==> src/rtl/sb_queue_seq.sv <==
// sb_queue_seq: per-queue enable / drain / reset sequencer for the switchboard queue array.
// Optional drain timeout is compiled in by defining SB_SEQ_TIMEOUT_EN.
module sb_queue_seq #(
    parameter int NUM_QUEUES     = 2,
    parameter int QW             = (NUM_QUEUES > 1) ? $clog2(NUM_QUEUES) : 1,
    parameter int RESET_CYCLES   = 4,
    parameter int TIMEOUT_CYCLES = 1024
) (
    input  logic                  clk,
    input  logic                  rst,
    input  logic                  req_valid,
    output logic                  req_ready,
    input  logic [QW-1:0]         req_queue,
    input  logic [1:0]            req_op,
    input  logic [NUM_QUEUES-1:0] status_idle,
    output logic [NUM_QUEUES-1:0] cfg_enable,
    output logic [NUM_QUEUES-1:0] cfg_reset,
    output logic                  resp_valid,
    output logic [1:0]            resp_status,
    output logic                  busy
);

    typedef enum logic [1:0] {S_IDLE, S_DRAIN, S_RST, S_DONE} state_t;

    localparam logic [1:0] OP_ENABLE    = 2'd0;
    localparam logic [1:0] OP_DISABLE   = 2'd1;
    localparam logic [1:0] OP_RESTART   = 2'd3;
    localparam logic [1:0] ST_OK        = 2'd0;
    localparam logic [1:0] ST_BAD_INDEX = 2'd1;
    localparam logic [1:0] ST_TIMEOUT   = 2'd2;
    localparam int             RCW       = $clog2(RESET_CYCLES + 1);
    localparam logic [RCW-1:0] RST_LAST  = RCW'(RESET_CYCLES - 1);
    localparam logic [31:0]    TMO_LIMIT = 32'(TIMEOUT_CYCLES);
`ifdef SB_SEQ_TIMEOUT_EN
    localparam bit TMO_EN = 1'b1;
`else
    localparam bit TMO_EN = 1'b0;
`endif

    function automatic logic [31:0] sat_inc(input logic [31:0] v);
        return (v == '1) ? v : v + 32'd1;
    endfunction

    state_t                  state_q, state_d;
    logic [1:0]              op_q, op_d;
    logic [NUM_QUEUES-1:0]   mask_q, mask_d;
    logic [1:0]              status_q, status_d;
    logic                    idle_prev_q, idle_prev_d;
    logic                    done_wait_q, done_wait_d;
    logic [31:0]             drain_cnt_q, drain_cnt_d;
    logic [RCW-1:0]          rst_cnt_q, rst_cnt_d;
    logic [NUM_QUEUES-1:0]   cfg_enable_q, cfg_enable_d;
    logic [NUM_QUEUES-1:0]   cfg_reset_q, cfg_reset_d;
    logic                    resp_valid_q, resp_valid_d;
    logic [1:0]              resp_status_q, resp_status_d;
    logic                    busy_q, busy_d;
    logic                    req_ready_q, req_ready_d;

    logic        idle_now, drain_ok, tmo_hit;
    logic [31:0] cnt_inc;

    // Idle must be seen on two consecutive samples so a stale idle from before the enable drop is ignored.
    assign idle_now = |(status_idle & mask_q);
    assign drain_ok = idle_now && idle_prev_q;
    assign cnt_inc  = sat_inc(drain_cnt_q);
    assign tmo_hit  = TMO_EN && (cnt_inc >= TMO_LIMIT);

    always_comb begin
        state_d       = state_q;
        op_d          = op_q;
        mask_d        = mask_q;
        status_d      = status_q;
        idle_prev_d   = idle_prev_q;
        done_wait_d   = done_wait_q;
        drain_cnt_d   = drain_cnt_q;
        rst_cnt_d     = rst_cnt_q;
        cfg_enable_d  = cfg_enable_q;
        cfg_reset_d   = cfg_reset_q;
        resp_valid_d  = 1'b0;
        resp_status_d = resp_status_q;
        case (state_q)
            S_IDLE: begin
                if (req_valid) begin
                    op_d        = req_op;
                    mask_d      = NUM_QUEUES'(1) << req_queue;
                    status_d    = ST_OK;
                    idle_prev_d = 1'b0;
                    done_wait_d = 1'b0;
                    drain_cnt_d = '0;
                    rst_cnt_d   = '0;
                    if (32'(req_queue) >= 32'(NUM_QUEUES)) begin
                        status_d      = ST_BAD_INDEX;
                        state_d       = S_DONE;
                        resp_valid_d  = 1'b1;
                        resp_status_d = ST_BAD_INDEX;
                    end else if (req_op == OP_ENABLE) begin
                        // Response follows one cycle after the enable lands.
                        cfg_enable_d = cfg_enable_q | mask_d;
                        done_wait_d  = 1'b1;
                        state_d      = S_DONE;
                    end else begin
                        cfg_enable_d = cfg_enable_q & ~mask_d;
                        state_d      = S_DRAIN;
                    end
                end
            end
            S_DRAIN: begin
                drain_cnt_d = cnt_inc;
                idle_prev_d = idle_now;
                if (drain_ok || tmo_hit) begin
                    status_d = drain_ok ? ST_OK : ST_TIMEOUT;
                    if (op_q == OP_DISABLE) begin
                        state_d       = S_DONE;
                        resp_valid_d  = 1'b1;
                        resp_status_d = status_d;
                    end else begin
                        state_d     = S_RST;
                        cfg_reset_d = mask_q;
                    end
                end
            end
            S_RST: begin
                rst_cnt_d = rst_cnt_q + RCW'(1);
                if (rst_cnt_q == RST_LAST) begin
                    cfg_reset_d = '0;
                    if (op_q == OP_RESTART) begin
                        cfg_enable_d = cfg_enable_q | mask_q;
                    end
                    state_d       = S_DONE;
                    resp_valid_d  = 1'b1;
                    resp_status_d = status_q;
                end
            end
            S_DONE: begin
                if (done_wait_q) begin
                    done_wait_d   = 1'b0;
                    resp_valid_d  = 1'b1;
                    resp_status_d = status_q;
                end else begin
                    state_d = S_IDLE;
                end
            end
            default: state_d = S_IDLE;
        endcase
        busy_d      = (state_d != S_IDLE);
        req_ready_d = (state_d == S_IDLE);
    end

    always_ff @(posedge clk or posedge rst) begin
        if (rst) begin
            state_q       <= S_IDLE;
            op_q          <= OP_ENABLE;
            mask_q        <= '0;
            status_q      <= ST_OK;
            idle_prev_q   <= 1'b0;
            done_wait_q   <= 1'b0;
            drain_cnt_q   <= '0;
            rst_cnt_q     <= '0;
            cfg_enable_q  <= '0;
            cfg_reset_q   <= '0;
            resp_valid_q  <= 1'b0;
            resp_status_q <= ST_OK;
            busy_q        <= 1'b0;
            req_ready_q   <= 1'b1;
        end else begin
            state_q       <= state_d;
            op_q          <= op_d;
            mask_q        <= mask_d;
            status_q      <= status_d;
            idle_prev_q   <= idle_prev_d;
            done_wait_q   <= done_wait_d;
            drain_cnt_q   <= drain_cnt_d;
            rst_cnt_q     <= rst_cnt_d;
            cfg_enable_q  <= cfg_enable_d;
            cfg_reset_q   <= cfg_reset_d;
            resp_valid_q  <= resp_valid_d;
            resp_status_q <= resp_status_d;
            busy_q        <= busy_d;
            req_ready_q   <= req_ready_d;
        end
    end

    assign cfg_enable  = cfg_enable_q;
    assign cfg_reset   = cfg_reset_q;
    assign resp_valid  = resp_valid_q;
    assign resp_status = resp_status_q;
    assign busy        = busy_q;
    assign req_ready   = req_ready_q;

endmodule

==> config.mk <==
export PLATFORM = sky130hd
export DESIGN_NAME = sb_queue_seq
export DESIGN_NICKNAME = d
export VERILOG_FILES = /design/src/rtl/sb_queue_seq.sv
export SDC_FILE = /design/constraint.sdc
export NUM_CORES = 1
export LEC_CHECK = 0
export BUFFER_PORTS_ARGS = -buffer_cell sky130_fd_sc_hd__buf_2
export CAP_MARGIN = 0
export CORE_UTILIZATION = 48
export CTS_BUF_LIST = sky130_fd_sc_hd__clkbuf_16
export CTS_CLUSTER_DIAMETER = 150
export DETAILED_ROUTE_END_ITERATION = 7
export PLACE_DENSITY = 0.73
export SYNTH_ARGS = -nofsm -noshare
export SYNTH_HDL_FRONTEND = slang
export SYNTH_SLANG_ARGS = --single-unit
==> constraint.sdc <==
create_clock -name clk -period 1.6 [get_ports clk]
set_clock_uncertainty 0.15 [all_clocks]
set_input_delay 0.32 -clock clk [delete_from_list [all_inputs] [get_ports clk]]
set_output_delay 0.32 -clock clk [all_outputs]
set_load 0.02 [all_outputs]
==> out/results.ini, run 1 <==
[outcome]
status = completed

[yosys]
ys_seq_area_frac = 0.485
synth.top_cell.area_share = 0.457
syn_area_sq_um = 931
syn_area_per_cell_sq_um = 10.7
synth_top_area_cell = dfrtp_1
ys_seq_elements = 18
ys.flop_type = dfrtp_1
synthArstFlopShare = 1.00
synth_warnings = 0
synth.distinct_cells = 33
synthTopCellsByArea = dfrtp_1, nand2_1, mux2_2, o32ai_4, dfstp_2
yosysMostFrequentCell = nand2_1
synth_edf_count = 0
synth_common_cells = nand2_1, dfrtp_1, inv_1
synth_cells = 87

[clocking]
htreeDepth = 1
cts_root_buffer = clkbuf_16
cts_setup_buffers = 0
clock_latency_ns = 0.25
cts_tree = done
clk_pin_slew_ns = 0.05
clkSinkCount = 18
cts-buffers-inserted = 3
clockBufferDepth = 2

[global_routing]
grt_usage = 0.194
grt_max_degree = 13
grt_remaining_overflow = 0
grt_first_pass_wirelength_um = 2840
grt_antenna_before_repair = 0
grt_pass1_vias = 632

[worst_hold_path]
hold_class = in2reg
min_path_cells = 3

[setup_path]
start_kind = flip-flop
critical_path.max_fanout = 8
crit_path_end_kind = flip-flop
worst_ep_required_time_ns = 1.58
criticalPathCategory = reg2reg
arrival_ns = 1.50
max_stage_delay_ns = 0.56
cp_cell_sequence = or3b_1 > nor3_4 > nor3_2
slowest_stage = or3b_1
startpoint = state_q[0]
r2r_slack_ns = 0.08
rr_worst_depth = 3
rr_startpoint = state_q[0]

[sta]
fin_ws_ns = 0.0810
min_period_ns = 1.52
slew_viol_final = 0
period_share = 0.949
rsz0062_at_grt = false
finalSetupViolCount = 0
fmax_ghz = 0.658
hold_viol = 0
tns_ns = 0

[drt]
m1WireLength_um = 848
ant_nets = 0
dr_wl_met3_um = 55
drc_errors = 0
firstDrtPassIters = 4
vias = 741
wl_met2_um = 806
wl_um = 1750
initialDrtViolationCount = 7
vias_per_cell = 5.57
routedWlPerCell_um = 13.2
highest_layer = met4

[floorplan]
start_util = 0.528
core_sq_mm = 0.00176
die_height_um = 46.0
dieArea_sq_mm = 0.00212
std_cell_rows = 15
fp.dieW_um = 46.0
ios = 17

[final_layout]
drive_above_1_share = 0.343
ff_latch_area_sq_um = 452
final_net_count = 119
multi_input_area_sq_um = 443
final_cell_count_no_fill = 133
stdcell_area_sq_mm = 0.00114
n_fill_cell = 149
diodes = 0
post-route-util = 0.649
syn_to_final_growth_pct = 23.0

[pwr]
max-vdd-ir-drop_v = 0.000879
leakagePower_nw = 0.551
power.density_mw_per_mm2 = 1930

[placement]
portBuffers = 14
post-place-cells = 128
post-dp-hpwl_um = 1310
place_ws_ns = -0.0163
place_congestion = 0.854
place_area_sq_mm = 0.00104

[run]
drv_cap = 0

[power breakdown]
group | switching (mW) | internal [mW]
logic | 0.502 | 0.397
clock network | 0.169 | 0.332
registers | 0.152 | 0.655
[logic make-up (layout without fill, tap and decap cells)]
kind of cell,count (synthesis),count (layout),synth area share
multiplexers,3,3,0.0363
AND/OR/NAND/NOR,36,36,0.218
adder cells (fa/ha/maj),2,2,0.0269
buffers and inverters,9,29,0.0645
other,1,2,0.00403
flip-flops,18,18,0.485
AO/OA/AOI/OAI,18,18,0.165
[area by class of cell]
type,count,share of cell area
tap,25,0.0273
inverter,4,0.0131
clock inverter,1,0.00328
timing repair buffer,21,0.109
clock buffer,3,0.0656
sequential,18,0.395
multi-input combinational,61,0.387
[critical path, delay by kind of cell, from the launching register on]
kind / cells / cell delay (ns)
flops: 1 / 0.44
simple gates: 3 / 0.80
[worst min path at each step]
stage,slack [ns],endpoint,from
2_1_floorplan,0.11,asynchronous set/reset pin,rst
3_3_place_gp,0.11,rst_cnt_q[0],rst
3_5_place_dp,0.11,rst_cnt_q[0],rst
4_1_cts,0.18,op_q[1],req_op[1]
5_1_grt,0.19,op_q[1],req_op[1]
6_report,0.18,op_q[0],req_op[0]
[per-layer routing]
layer,up-vias,GRT usage
met2,20,0.273
li1,344,-
met1,372,0.270
met3,5,0.0357
met5,-,0
met4,0,0.124
[metrics by stage]
step	hold slack [ns]	power, mW
after global placement	0.107	1.65
final	0.180	2.21
after detailed placement	0.108	1.67
after floorplan	0.108	1.45
after global routing	0.194	2.35
after CTS	0.175	2.21
[placed cells by master (no fill, tap or decap), types with 2 or more instances in the layout]
| cell type | n |
|---|---|
| o21ai_1 | 2 |
| clkbuf_16 | 3 |
| a22o_1 | 3 |
| buf_4 | 6 |
| o21ai_0 | 3 |
| a311oi_2 | 2 |
| dfrtp_1 | 17 |
| o21bai_1 | 2 |
| inv_1 | 4 |
| buf_2 | 14 |
| mux2_2 | 3 |
| conb_1 | 2 |
| nand2_1 | 19 |
| nor2_1 | 3 |
| a21boi_1 | 2 |
[repair_timing]
item | CTS | global route
cloned | 0 | 0
pin swaps | 1 | 1
gates resized for setup | 3 | 1
setup endpoints to repair | 2 | 1
endpoints found under the hold margin | 6 | 0
hold buffers | 1 | 0
(Power assumes the default switching activity.)
==> run 2, diff against run 1 <==
--- a/config.mk
+++ b/config.mk
@@ -7,6 +7,7 @@
 export LEC_CHECK = 0
 export BUFFER_PORTS_ARGS = -buffer_cell sky130_fd_sc_hd__buf_2
 export CAP_MARGIN = 0
+export CORE_MARGIN = 5
 export CORE_UTILIZATION = 48
 export CTS_BUF_LIST = sky130_fd_sc_hd__clkbuf_16
 export CTS_CLUSTER_DIAMETER = 150
==> out/results.ini, run 2 (synthesis results as in run 1) <==
[outcome]
status = completed  ; unchanged

[global_routing]
grt_first_pass_wirelength_um = 3280  ; was 2840 um
grt_remaining_overflow = 0  ; unchanged
grt_max_degree = 19  ; was 13
grt_pass1_vias = 735  ; was 632
grt_antenna_before_repair = 0  ; unchanged
grt_usage = 0.163  ; was 0.194

[drt]
vias_per_cell = 5.33  ; was 5.57
wl_um = 1920  ; was 1750 um
drc_errors = 0  ; unchanged
vias = 735  ; was 741
initialDrtViolationCount = 17  ; was 7
ant_nets = 0  ; unchanged
routedWlPerCell_um = 13.9  ; was 13.2 um
firstDrtPassIters = 4  ; unchanged

[placement]
place_congestion = 0.811  ; was 0.854
place_area_sq_mm = 0.00105  ; was 0.00104 sq mm
portBuffers = 14  ; unchanged
post-place-cells = 132  ; was 128
post-dp-hpwl_um = 1380  ; was 1310 um

[clocking]
clk_pin_slew_ns = 0.05  ; about the same
cts-buffers-inserted = 3  ; unchanged
htreeDepth = 1  ; unchanged
clockBufferDepth = 2  ; unchanged
cts_tree = done  ; unchanged
cts_root_buffer = clkbuf_16  ; unchanged
clkSinkCount = 18  ; unchanged
clock_latency_ns = 0.25  ; about the same

[floorplan]
fp.dieW_um = 54.0  ; was 46.0 um
die_height_um = 54.0  ; was 46.0 um
core_sq_mm = 0.00190  ; was 0.00176 sq mm
std_cell_rows = 16  ; was 15
dieArea_sq_mm = 0.00292  ; was 0.00212 sq mm
start_util = 0.489  ; was 0.528
ios = 17  ; unchanged

[sta]
fmax_ghz = 0.656  ; was 0.658 GHz
period_share = 0.953  ; was 0.949
slew_viol_final = 0  ; unchanged
tns_ns = 0  ; unchanged
min_period_ns = 1.52  ; about the same
finalSetupViolCount = 0  ; unchanged
hold_viol = 0  ; unchanged
rsz0062_at_grt = false  ; unchanged

[pwr]
power.density_mw_per_mm2 = 1930  ; about the same
leakagePower_nw = 0.564  ; was 0.551 nW
max-vdd-ir-drop_v = 0.00111  ; was 0.000879 V

[setup_path]
max_stage_delay_ns = 0.38  ; was 0.56 ns
cp.depth = 5  ; was 3
start_kind = flip-flop  ; unchanged
critical_path.max_fanout = 3  ; was 8
rr_worst_depth = 5  ; was 3
criticalPathCategory = reg2reg  ; unchanged
worst_path_dominant_cell_family = flip-flops  ; was simple AND/OR/NAND/NOR gates
crit_path_end_kind = flip-flop  ; unchanged
cp_cell_sequence = ha_2 > ha_2 > and3_4 > a311oi_2 > nor3_2  ; was or3b_1 > nor3_4 > nor3_2
crit_buf_inv = 0  ; unchanged
slowest_stage = dfrtp_1  ; was or3b_1
worst_ep_required_time_ns = 1.58  ; about the same
arrival_ns = 1.51  ; was 1.50 ns
crit_path_frequent_cell = ha_2

[final_layout]
post-route-util = 0.616  ; was 0.649
stdcell_area_sq_mm = 0.00117  ; was 0.00114 sq mm
drive_above_1_share = 0.369  ; was 0.343
final_net_count = 122  ; was 119
diodes = 0  ; unchanged
final_cell_count_no_fill = 138  ; was 133
syn_to_final_growth_pct = 25.9  ; was 23.0%
final_cell_mix = nand2_1, dfrtp_1, buf_2  ; unchanged
layout_commonest_cell = nand2_1  ; unchanged

[worst_hold_path]
min_path_cells = 3  ; unchanged
hold_class = in2reg  ; unchanged

[run]
drv_cap = 0  ; unchanged

==> run 2: cell type report <==
cell class | count | area (sq um)
Inverter | 4 | 15.0
Clock buffer | 3 | 75.1
Clock inverter | 1 | 3.75
Timing Repair Buffer | 24 | 148
Sequential cell | 18 | 452
Multi-Input combinational cell | 61 | 445
Tap cell | 27 | 33.8
Fill cell | 149 | 729
==> run 2: metrics by stage <==
step / total power [mW] / worst slack (ns) / hold WS [ns]
global placement: 1.69 / 0.0344 / 0.190
global route: 2.42 / 0.0163 / 0.201
finish: 2.27 / 0.0757 / 0.184
CTS: 2.25 / 0.0137 / 0.173
floorplan: 1.45 / 0.0396 / 0.108
detailed placement: 1.72 / -0.0260 / 0.201
==> run 2: path summary, 6_finish.rpt <==
check	from	to	slack [ns]
max	rst_cnt_q[0]	flip-flop	0.08
min	req_op[0]	op_q[0]	0.18
max reg2reg	rst_cnt_q[0]	flip-flop	0.08
min reg2reg	rst_cnt_q[2]	rst_cnt_q[2]	0.34
max in group asynchronous	rst	req_ready	0.56
min in group asynchronous	rst	cfg_reset[0]	0.48
==> run 2: layer usage <==
| layer | track usage | wire length, um |
|---|---|---|
| met3 | 0.0332 | 60 |
| met1 | 0.212 | 873 |
| met5 | 0 | 0 |
| met2 | 0.252 | 959 |
| met4 | 0.0871 | 27 |
==> run 2: worst min-delay path, stage by stage <==
cell and delay, ns:
buf_2 0.12, nand2_1 0.06, nand2_1 0.05
==> run 2: repair_timing <==
action,in CTS,in global routing
endpoints found under the hold margin,17,0
pin swaps,1,3
endpoints found under the setup margin,2,2
hold buffers,1,0
resized for setup,2,3
setup buffers,0,1
==> run 2: report_power, final <==
part	switching, mW	internal, mW
Combinational	0.524	0.436
Clock	0.164	0.332
Sequential	0.153	0.655
==> run 3, diff against run 2 <==
--- a/config.mk
+++ b/config.mk
@@ -7,6 +7,7 @@
 export LEC_CHECK = 0
 export BUFFER_PORTS_ARGS = -buffer_cell sky130_fd_sc_hd__buf_2
 export CAP_MARGIN = 0
+export CORE_ASPECT_RATIO = 1.4
 export CORE_MARGIN = 5
 export CORE_UTILIZATION = 48
 export CTS_BUF_LIST = sky130_fd_sc_hd__clkbuf_16
==> out/results.ini, run 3 (synthesis results as in run 1) <==
[floorplan]
ios = 17  ; unchanged
dieArea_sq_mm = 0.00293  ; was 0.00292 sq mm
die_height_um = 62.1  ; was 54.0 um
start_util = 0.517  ; was 0.489
core_sq_mm = 0.00180  ; was 0.00190 sq mm
fp.dieW_um = 47.2  ; was 54.0 um
std_cell_rows = 18  ; was 16

[setup_path]
crit_path_end_kind = flip-flop  ; unchanged
worst_ep_required_time_ns = 1.57  ; was 1.58 ns
max_stage_delay_ns = 0.39  ; was 0.38 ns
rr_startpoint = rst_cnt_q[0]  ; unchanged
critical_path.max_fanout = 3  ; unchanged
criticalPathCategory = reg2reg  ; unchanged
start_kind = flip-flop  ; unchanged
slowest_stage = dfrtp_1  ; unchanged
cp_cell_sequence = ha_1 > ha_2 > and3_4 > a311oi_2 > nor3_2  ; was ha_2 > ha_2 > and3_4 > a311oi_2 > nor3_2
arrival_ns = 1.52  ; was 1.51 ns
rr_worst_depth = 5  ; unchanged
r2r_slack_ns = 0.05  ; was 0.08 ns

[final_layout]
final_cell_mix = nand2_1, dfrtp_1, buf_2  ; unchanged
n_fill_cell = 164  ; was 149
layout_commonest_cell = nand2_1  ; unchanged
drive_above_1_share = 0.355  ; was 0.369
diodes = 0  ; unchanged
final_net_count = 121  ; was 122
multi_input_area_sq_um = 443  ; was 445 sq um
ff_latch_area_sq_um = 452  ; unchanged
syn_to_final_growth_pct = 23.9  ; was 25.9%

[pwr]
power.density_mw_per_mm2 = 1950  ; was 1930 mW/mm^2
max-vdd-ir-drop_v = 0.00100  ; was 0.00111 V
finalPower_mw = 2.24  ; was 2.27 mW
leakagePower_nw = 0.565  ; was 0.564 nW

[drt]
vias = 717  ; was 735
vias_per_cell = 5.52  ; was 5.33
ant_nets = 0  ; unchanged
drc_errors = 0  ; unchanged
initialDrtViolationCount = 19  ; was 17
wl_um = 1900  ; was 1920 um
firstDrtPassIters = 4  ; unchanged
routedWlPerCell_um = 14.6  ; was 13.9 um

[global_routing]
grt_remaining_overflow = 0  ; unchanged
grt_usage = 0.159  ; was 0.163
grt_max_degree = 19  ; unchanged
grt_first_pass_wirelength_um = 3390  ; was 3280 um
grt_pass1_vias = 742  ; was 735
grt_antenna_before_repair = 0  ; unchanged

[placement]
place_congestion = 0.710  ; was 0.811
portBuffers = 14  ; unchanged
post-dp-hpwl_um = 1390  ; was 1380 um

[clocking]
htreeDepth = 1  ; unchanged
cts_root_buffer = clkbuf_16  ; unchanged
clkSinkCount = 18  ; unchanged
cts_tree = done  ; unchanged
cts-buffers-inserted = 3  ; unchanged
clk_pin_slew_ns = 0.05  ; about the same
clock_latency_ns = 0.24  ; was 0.25 ns
clockBufferDepth = 2  ; unchanged

[sta]
hold_viol = 0  ; unchanged
period_share = 0.970  ; was 0.953
finalSetupViolCount = 0  ; unchanged
rsz0062_at_grt = false  ; unchanged
slew_viol_final = 0  ; unchanged
min_period_ns = 1.55  ; was 1.52 ns
hold_slack_ns = 0.175  ; was 0.184 ns
fmax_ghz = 0.644  ; was 0.656 GHz

[run]
drv_cap = 0  ; unchanged

[worst_hold_path]
hold_end = op_q[0]  ; unchanged
min_path_cells = 3  ; unchanged
min_from = req_op[0]  ; unchanged
hold_class = in2reg  ; unchanged

[outcome]
status = completed  ; unchanged

-- run 3: metal layers --
metal  up-vias  share of wire  global-route usage
li1        349              -                   -
met1       353           0.43               0.218
met2        13           0.53               0.230
met3         2          0.028              0.0259
met4         0          0.012              0.0830
met5         -              0                   0
-- run 3: worst max path at each step --
stage                       startpoint         to  slack (ns)  cells after the start
final                     rst_cnt_q[0]  flip-flop        0.05                      5
after global routing      rst_cnt_q[0]  flip-flop       0.008                      5
after global placement    rst_cnt_q[0]  flip-flop      -0.008                      5
after floorplan           rst_cnt_q[0]  flip-flop        0.04                      5
after CTS                 rst_cnt_q[0]  flip-flop        0.02                      5
after detailed placement  rst_cnt_q[0]  flip-flop       -0.03                      5
-- run 3: stage by stage --
step	area [sq um]	instances	utilization	setup WS (ns)	setup TNS, ns
after detailed placement	1040	125	0.580	-0.0328	-0.0455
after global routing	1150	130	0.640	0.00837	0
after CTS	1150	130	0.640	0.0211	0
after floorplan	935	88	-	0.0396	0
final	1150	130	0.640	0.0473	0
after global placement	1040	125	0.580	-0.00817	-0.00817
-- run 3: power breakdown --
group          internal [mW]  switching (mW)
clock network          0.331           0.155
registers              0.655           0.156
logic                  0.426           0.521
total                   1.41           0.832
-- run 3: what timing repair did --
action,4_1_cts,5_1_grt
hold buffers,1,0
pin swaps,0,2
setup endpoints to repair,2,2
hold endpoints to repair,17,0
resized for setup,4,0
setup buffers,0,0
-- run 3: final cells by class --
type	instances	share of cell area
inverter	4	0.0130
tap	20	0.0217
sequential	18	0.392
clock inverter	1	0.00325
clock buffer	3	0.0651
multi-input combinational	61	0.384
timing repair buffer	23	0.121
-- run 3: worst max-delay path: cells and delay by family (launching register included) --
| kind | cells | cell delay (ns) |
|---|---|---|
| adder cells (fa/ha/maj) | 2 | 0.41 |
| flip-flops | 1 | 0.39 |
| AND/OR/NAND/NOR | 2 | 0.25 |
| AO/OA/AOI/OAI | 1 | 0.23 |
